### src/rtl/axi_burst_arbiter.sv
`default_nettype none
// ----------------------------------------------------------------------------
// axi_burst_arbiter : N-way beat arbiter that locks the grant for a whole burst
// Revision 1.0
// ----------------------------------------------------------------------------
module axi_burst_arbiter #(
  parameter int NUM_REQ   = 4,
  parameter int LEN_W     = 8,
  parameter int PRIO_MODE = 0,
  localparam int IDX_W    = (NUM_REQ > 1) ? $clog2(NUM_REQ) : 1
) (
  input  logic                     clk_i,
  input  logic                     rst_ni,
  input  logic [NUM_REQ-1:0]       in_req_i,
  input  logic [NUM_REQ*LEN_W-1:0] in_len_i,
  output logic [NUM_REQ-1:0]       in_ack_o,
  output logic                     out_req_o,
  input  logic                     out_ack_i,
  output logic [IDX_W-1:0]         out_sel_o,
  output logic                     busy_o
);

  typedef enum logic [0:0] {
    ST_IDLE   = 1'b0,
    ST_LOCKED = 1'b1
  } state_t;

  state_t             r_state;
  logic               r_busy;
  logic [LEN_W-1:0]   r_cnt;
  logic [IDX_W-1:0]   r_sel;
  logic [IDX_W-1:0]   r_rr;

  logic [IDX_W-1:0]   w_win;
  logic [LEN_W-1:0]   w_win_len;
  logic               w_sel_req;
  logic [IDX_W-1:0]   w_cur;
  logic               w_hs;

  function automatic logic [IDX_W-1:0] lowest(input logic [NUM_REQ-1:0] vec);
    lowest = '0;
    for (int i = NUM_REQ - 1; i >= 0; i--) begin
      if (vec[i]) lowest = IDX_W'(i);
    end
  endfunction

  generate
    if (PRIO_MODE == 1) begin : g_fixed
      always_comb begin
        w_win = lowest(in_req_i);
      end
    end else begin : g_rr
      logic [NUM_REQ-1:0] w_hi;
      // Requests above the pointer win first; otherwise wrap to the lowest index.
      always_comb begin
        w_hi = '0;
        for (int i = 0; i < NUM_REQ; i++) begin
          w_hi[i] = in_req_i[i] && (IDX_W'(i) > r_rr);
        end
        w_win = (|w_hi) ? lowest(w_hi) : lowest(in_req_i);
      end
    end
  endgenerate

  always_comb begin
    w_win_len = '0;
    w_sel_req = 1'b0;
    for (int i = 0; i < NUM_REQ; i++) begin
      if (w_win == IDX_W'(i)) w_win_len = in_len_i[i*LEN_W +: LEN_W];
      if (r_sel == IDX_W'(i)) w_sel_req = in_req_i[i];
    end
  end

  always_comb begin
    if (r_state == ST_LOCKED) begin
      out_req_o = w_sel_req;
      w_cur     = r_sel;
    end else begin
      out_req_o = |in_req_i;
      w_cur     = w_win;
    end
  end

  generate
    if (NUM_REQ == 1) begin : g_single
      assign out_sel_o = '0;
    end else begin : g_multi
      assign out_sel_o = w_cur;
    end
  endgenerate

  assign w_hs   = out_req_o && out_ack_i;
  assign busy_o = r_busy;

  always_comb begin
    in_ack_o = '0;
    for (int i = 0; i < NUM_REQ; i++) begin
      in_ack_o[i] = w_hs && (out_sel_o == IDX_W'(i));
    end
  end

  // Length is captured only on the first beat; the counter holds remaining beats.
  always_ff @(posedge clk_i or negedge rst_ni) begin
    if (!rst_ni) begin
      r_state <= ST_IDLE;
      r_busy  <= 1'b0;
      r_cnt   <= '0;
      r_sel   <= '0;
      r_rr    <= IDX_W'(NUM_REQ - 1);
    end else if (w_hs) begin
      case (r_state)
        ST_IDLE: begin
          if (w_win_len == '0) begin
            r_rr <= w_win;
          end else begin
            r_state <= ST_LOCKED;
            r_busy  <= 1'b1;
            r_sel   <= w_win;
            r_cnt   <= w_win_len;
          end
        end
        ST_LOCKED: begin
          if (r_cnt == LEN_W'(1)) begin
            r_state <= ST_IDLE;
            r_busy  <= 1'b0;
            r_rr    <= r_sel;
            r_cnt   <= '0;
          end else begin
            r_cnt <= r_cnt - LEN_W'(1);
          end
        end
      endcase
    end
  end

endmodule
`default_nettype wire

### config.mk
export PLATFORM = sky130hd
export DESIGN_NAME = axi_burst_arbiter
export DESIGN_NICKNAME = d
export VERILOG_FILES = /design/src/rtl/axi_burst_arbiter.sv
export SDC_FILE = /design/constraint.sdc
export NUM_CORES = 1
export LEC_CHECK = 0
export ABC_AREA = 1
export BUFFER_PORTS_ARGS = -buffer_cell sky130_fd_sc_hd__buf_4
export CORE_MARGIN = 2
export CORE_UTILIZATION = 40
export DETAILED_ROUTE_END_ITERATION = 12
export HOLD_SLACK_MARGIN = 0.06
export PLACE_DENSITY = 0.67
export REMOVE_ABC_BUFFERS = 1
export SLEW_MARGIN = 20
export SYNTH_ARGS = -nofsm -noshare
export SYNTH_HDL_FRONTEND = slang
export SYNTH_SLANG_ARGS = --single-unit
export TNS_END_PERCENT = 30
### constraint.sdc
create_clock -name clk_i -period 3.4 [get_ports clk_i]
set_input_delay 0.34 -clock clk_i [delete_from_list [all_inputs] [get_ports clk_i]]
set_output_delay 0.34 -clock clk_i [all_outputs]
set_load 0.02 [all_outputs]
After elaboration in Yosys (flattened, before gate mapping)
Cells that the tools add are included.
{ "word_totals": {"ff_bits": 14, "input_bits": 39, "output_inout_bits": 8, "elab_cells": 75} }
{ "classes": {"n_addsub": 1, "n_lt_le_gt_ge": 4, "eq_ne": 13, "mux": 31, "n_bitwise": 2, "reduce_logical": 19} }
{ "ops": {"columns": ["operator", "count"], "rows": [
  ["8-bit 2-to-1 mux", 6],
  ["2-bit 2-to-1 mux", 12],
  ["8-bit case mux with 2 select lines", 1],
  ["2-bit == test (second input constant)", 6],
  ["1-bit logical AND", 9],
  ["1-bit 2-to-1 mux", 9],
  ["3-bit AND reduction", 3],
  ["8-bit by 1-bit == test with 1-bit output (second input constant)", 1],
  ["8-bit logical NOT", 1],
  ["4-bit OR reduction", 2],
  ["8-bit by 1-bit subtractor with 8-bit output (second input constant)", 1],
  ["2-bit by 1-bit == test with 1-bit output (second input constant)", 3],
  ["2-bit logical NOT", 3],
  ["1-bit by 2-bit > comparator with 1-bit output (first input constant)", 2],
  ["2-bit > comparator (first input constant)", 2],
  ["2-bit != test (second input constant)", 2],
  ["1-bit case mux with 2 select lines", 2],
  ["2-bit case mux with 2 select lines", 1],
  ["2-bit by 1-bit != test with 1-bit output (second input constant)", 1],
  ["1-bit inverter", 2],
  ["2-bit AND reduction", 1]
]} }

Logic depth before layout (Yosys ltp)
{ "depth": {"word_depth": 15, "depth_mapped": 17, "mapped_depth_nobuf": 17} }

Worst setup path after synthesis
No wires, ideal clock.
{ "synth_timing": {"kind": "register -> output", "from": "register r_sel[0]", "to": "output port in_ack_o[0]", "t_arrival_ns": 2.019, "setup_slack_ns": 1.041, "stages_incl_launch_ff": 9, "path_buffers": 1, "path_cell_list": "dfrtp_1 -> o21ai_0 -> o21ai_0 -> a22oi_1 -> nand2_1 -> inv_1 -> clkbuf_1 -> nand2_1 -> nor2_1"} }
{ "synth_between": {"elab_chain_len": 8, "elab_cells_between_ends": 13} }
{ "synth_lines": {"columns": ["item", "line", "source"], "rows": [
  ["from (decl)", "31", "logic [IDX_W-1:0] r_sel;"],
  ["from (signal assigned)", "118", "r_sel <= w_win;"],
  ["2-bit logical NOT", "70", "if (r_sel == IDX_W'(i)) w_sel_req = in_req_i[i];"],
  ["1-bit 2-to-1 mux (3 in a row)", "70", null],
  ["1-bit 2-to-1 mux *", "70", null],
  ["1-bit 2-to-1 mux *", "75", "if (r_state == ST_LOCKED) begin"],
  ["via out_req_o", "17", "output logic out_req_o,"],
  ["1-bit logical AND *", "92", "assign w_hs = out_req_o && out_ack_i;"],
  ["1-bit logical AND *", "98", "in_ack_o[i] = w_hs && (out_sel_o == IDX_W'(i));"],
  ["to (decl)", "16", "output logic [NUM_REQ-1:0] in_ack_o,"]
]} }
The timed path passes the listed nets; every way through them passes the cells marked *.

Worst setup path in the final report
{ "layout_timing": {"from": "register r_rr[0]", "to": "output port in_ack_o[2]"} }
{ "layout_between": {"elab_chain_len": 10, "elab_cells_between_ends": 17} }
{ "layout_lines": {"columns": ["item", "line", "source"], "rows": [
  ["from (decl)", "32", "logic [IDX_W-1:0] r_rr;"],
  ["from (signal assigned)", "109", "r_rr <= IDX_W'(NUM_REQ - 1);"],
  ["from (signal assigned)", "114", "r_rr <= w_win;"],
  ["from (signal assigned)", "126", "r_rr <= r_sel;"],
  ["2-bit > comparator", "58", "w_hi[i] = in_req_i[i] && (IDX_W'(i) > r_rr);"],
  ["1-bit logical AND", "58", null],
  ["2-bit 2-to-1 mux (4 in a row)", "43", "if (vec[i]) lowest = IDX_W'(i);"],
  ["2-bit 2-to-1 mux *", "60", "w_win = (|w_hi) ? lowest(w_hi) : lowest(in_req_i);"],
  ["2-bit 2-to-1 mux *", "75", null],
  ["2-bit == test *", "98", null],
  ["1-bit logical AND *", "98", null]
]} }
Mark *: on every way between the ends. The rest lies on a longest branch, timed or not.

==> metrics.txt <==
Avg Cell Area, Syn=6.36 sq um; share of the synthesized area in the top cell type=21.0%; CTS resizes=0; Internal=654 uW; Synthesis Warnings=0; GRT met1 Usage=24.5%; Period Utilization, post-route=73.2%; postcts setup bufs=0; CTS HTree Levels=1; Overall Power=1340 uW; # nets final=313; First-pass DRT Iterations=4; Net Sw Frac=51.1%; global routing's busiest layer=met2; clock power share=9.2%; CTS Buf Count=3; ranking of synthesized cells by area=dfrtp_1 21%, nand2_1 16%, nand3_1 9.4%, nor2_1 7.3%, inv_1 5.2%; Final Instance Area=1840 sq um; die width=63.8 um; mapped cell area=1430 sq um; Highest Clock Rate=0.402 GHz; Detail Placement HPWL=2.96 mm; NetSw=683 uW; GRT met3 Usage=4.40%; vias after detailed routing=1581; Slew HR=68.0%; Post-Route Utilization=54.4%; status=complete, no violations; overall global routing resource usage=19.3%; Die Ht=63.8 um; Port Buffer Count=46; RSZ-0062 raised after global routing=false; Starting DRT DRC Count=80; Yosys top cell by area=dfrtp_1; WS Path Type=flop to primary output; initial antenna violation count=0; Clock transition at path regs=100 ps; # DRC=0; PwrDens=725 nW/um^2; first-pass GRT wire length=6.35 mm; critical path startpoint=r_rr[0]$_DFFE_PN1P_; leak pwr=0.000972 uW; clock sinks=14; CP Data Required Time=3060 ps; full die area=4070 sq um; Initial Util=42.2%; synthesis-to-layout area growth=29.0%; root buffer cell=clkbuf_4; Final Setup Violations=0; placer congestion estimate=0.814; minimum clock period=2490 ps; crit path launch type=flop; Cell Rows=21; largest net degree at the start of global routing=16; Reg2Reg Launch Point=r_rr[0]$_DFFE_PN1P_; Routed WL per cell=11.7 um; combinational group share of total power=65.8%; ant diodes=0; critical path endpoint=in_ack_o[2]; ratio of cells with drive above 1 in the final layout=29.2%; total congestion overflow=0; multi-input logic area=942 sq um; Max VDD drop=381 uV; Hold Crit Class=primary input to asynchronous set/reset pin; Worst R2R Path Depth=14; final hold viol count=0; sequential cell area fraction in the yosys report=24.7%; Max Cap Viol=0; drt total wl=3.70 mm; GR met2 Demand/Resource=33.9%; Synth Register Bits=14; fin. max-slew vios=0; r2r endpoint=r_cnt[7]$_DFFE_PN0P_; register area=353 sq um; clock buffer depth=2; dpl cell area=1800 sq um; CTS tree=yes; CP max FO=10; clk_lat worst skew=290 ps; Core Area=3390 sq um; vias in the first global route=1481; vias per cell=4.99; Ports=47; Sequential Power Share=25.0%; Clock Skews=13.5 ps; FF-to-FF setup slack=1140 ps; filler cell count=350; Worst Max-Slew Pin Slew=479 ps; Distinct cells, synth=32; Worst Setup End Kind=primary output; cell count after synthesis=225; hold_ws=423 ps; antenna viol nets, final=0; Setup TNS=0 ps; Arrival @ worst endpoint=2150 ps
[through the flow]
step | setup slack [ps] | std cells
final | 913 | 317
after CTS | 892 | 317
after floorplan | 1190 | 220
after global placement | 1170 | 312
after global routing | 677 | 317
after detailed placement | 1150 | 312
[worst min-delay path by stage]
stage	endpoint	from	slack (ps)
after floorplan	busy_o$_DFFE_PN0P_	rst_ni	40
after global placement	r_cnt[4]$_DFFE_PN0P_	rst_ni	200
after detailed placement	r_cnt[4]$_DFFE_PN0P_	rst_ni	200
after CTS	r_cnt[4]$_DFFE_PN0P_	rst_ni	420
after global routing	r_cnt[4]$_DFFE_PN0P_	rst_ni	430
final	r_cnt[4]$_DFFE_PN0P_	rst_ni	420
[critical path, cell delays in order (launching register included)]
cell,delay [ps]
dfstp_2,580
nand2_1,70
nand2_2,120
inv_2,50
a21oi_2,130
nand2_2,160
o21ai_0,330
inv_1,150
nor2_1,130
buf_4,150
[routing by layer]
metal,up-vias,routed length (um),share of wire [%]
met5,-,0,0
met1,709,1760,48
met3,2,144,3.9
met2,36,1790,48
li1,834,-,-
met4,0,10,0.27
[cell families after synthesis]
family,after synthesis,share of synthesized area (%)
adders and majority gates,2,1.75
and+or+nand+nor,150,51.5
DFF,14,24.7
AOI/OAI and AO/OA,22,8.92
buffers and inverters,31,9.45
xor gates and xnor gates,6,3.68
[state kept, by name (all words and copies together) (netlist names)]
name	cells
busy_o	1
r_cnt	8
r_rr	2
r_sel	2
r_state	1
[placed cells by master (no fill, tap or decap), drive strengths merged]
cell type | Yosys | routed
a21oi | 6 | 6
a22oi | 1 | 1
buf | 3 | 46
clkbuf | 2 | 4
dfrtp | 12 | 12
dfstp | 2 | 2
dlygate4sd3 | 0 | 1
ha | 2 | 2
inv | 26 | 26
nand2 | 71 | 71
nand3 | 31 | 31
nand3b | 1 | 1
nand4 | 11 | 11
nor2 | 32 | 32
nor3 | 1 | 1
nor4 | 1 | 1
o21ai | 9 | 9
o22ai | 6 | 6
or2 | 2 | 2
xnor2 | 3 | 3
xor2 | 3 | 3
[repair_timing]
action,4_1_cts,5_1_grt
hold buffers,1,0
setup endpoints to repair,0,0
hold endpoints to repair,12,0
[synth_stat cells, drive strengths merged]
cell / count
dfstp: 2
buf: 3
inv: 26
dfrtp: 12
or2: 2
xor2: 3
nor2: 32
a21oi: 6
nand2: 71
nand3b: 1
nand3: 31
xnor2: 3
clkbuf: 2
ha: 2
o21ai: 9
nand4: 11
o22ai: 6
nor4: 1
nor3: 1
a22oi: 1
[layout make-up]
class / instances / share of cell area [%]
repair buffers: 47 / 19.3
multi-input cells: 180 / 51.1
well taps: 46 / 3.12
inverters: 26 / 5.43
clock buffers: 4 / 1.97
flip-flops and latches: 14 / 19.1
[power groups by stage]
stage	Sequential [uW]	Clock (uW)	Combinational (uW)
final	335	123	879
after floorplan	322	0	650
after global routing	349	136	986
after detailed placement	337	0	876
after global placement	337	0	871
after CTS	335	125	882
Power figures use the tool's default switching activity.
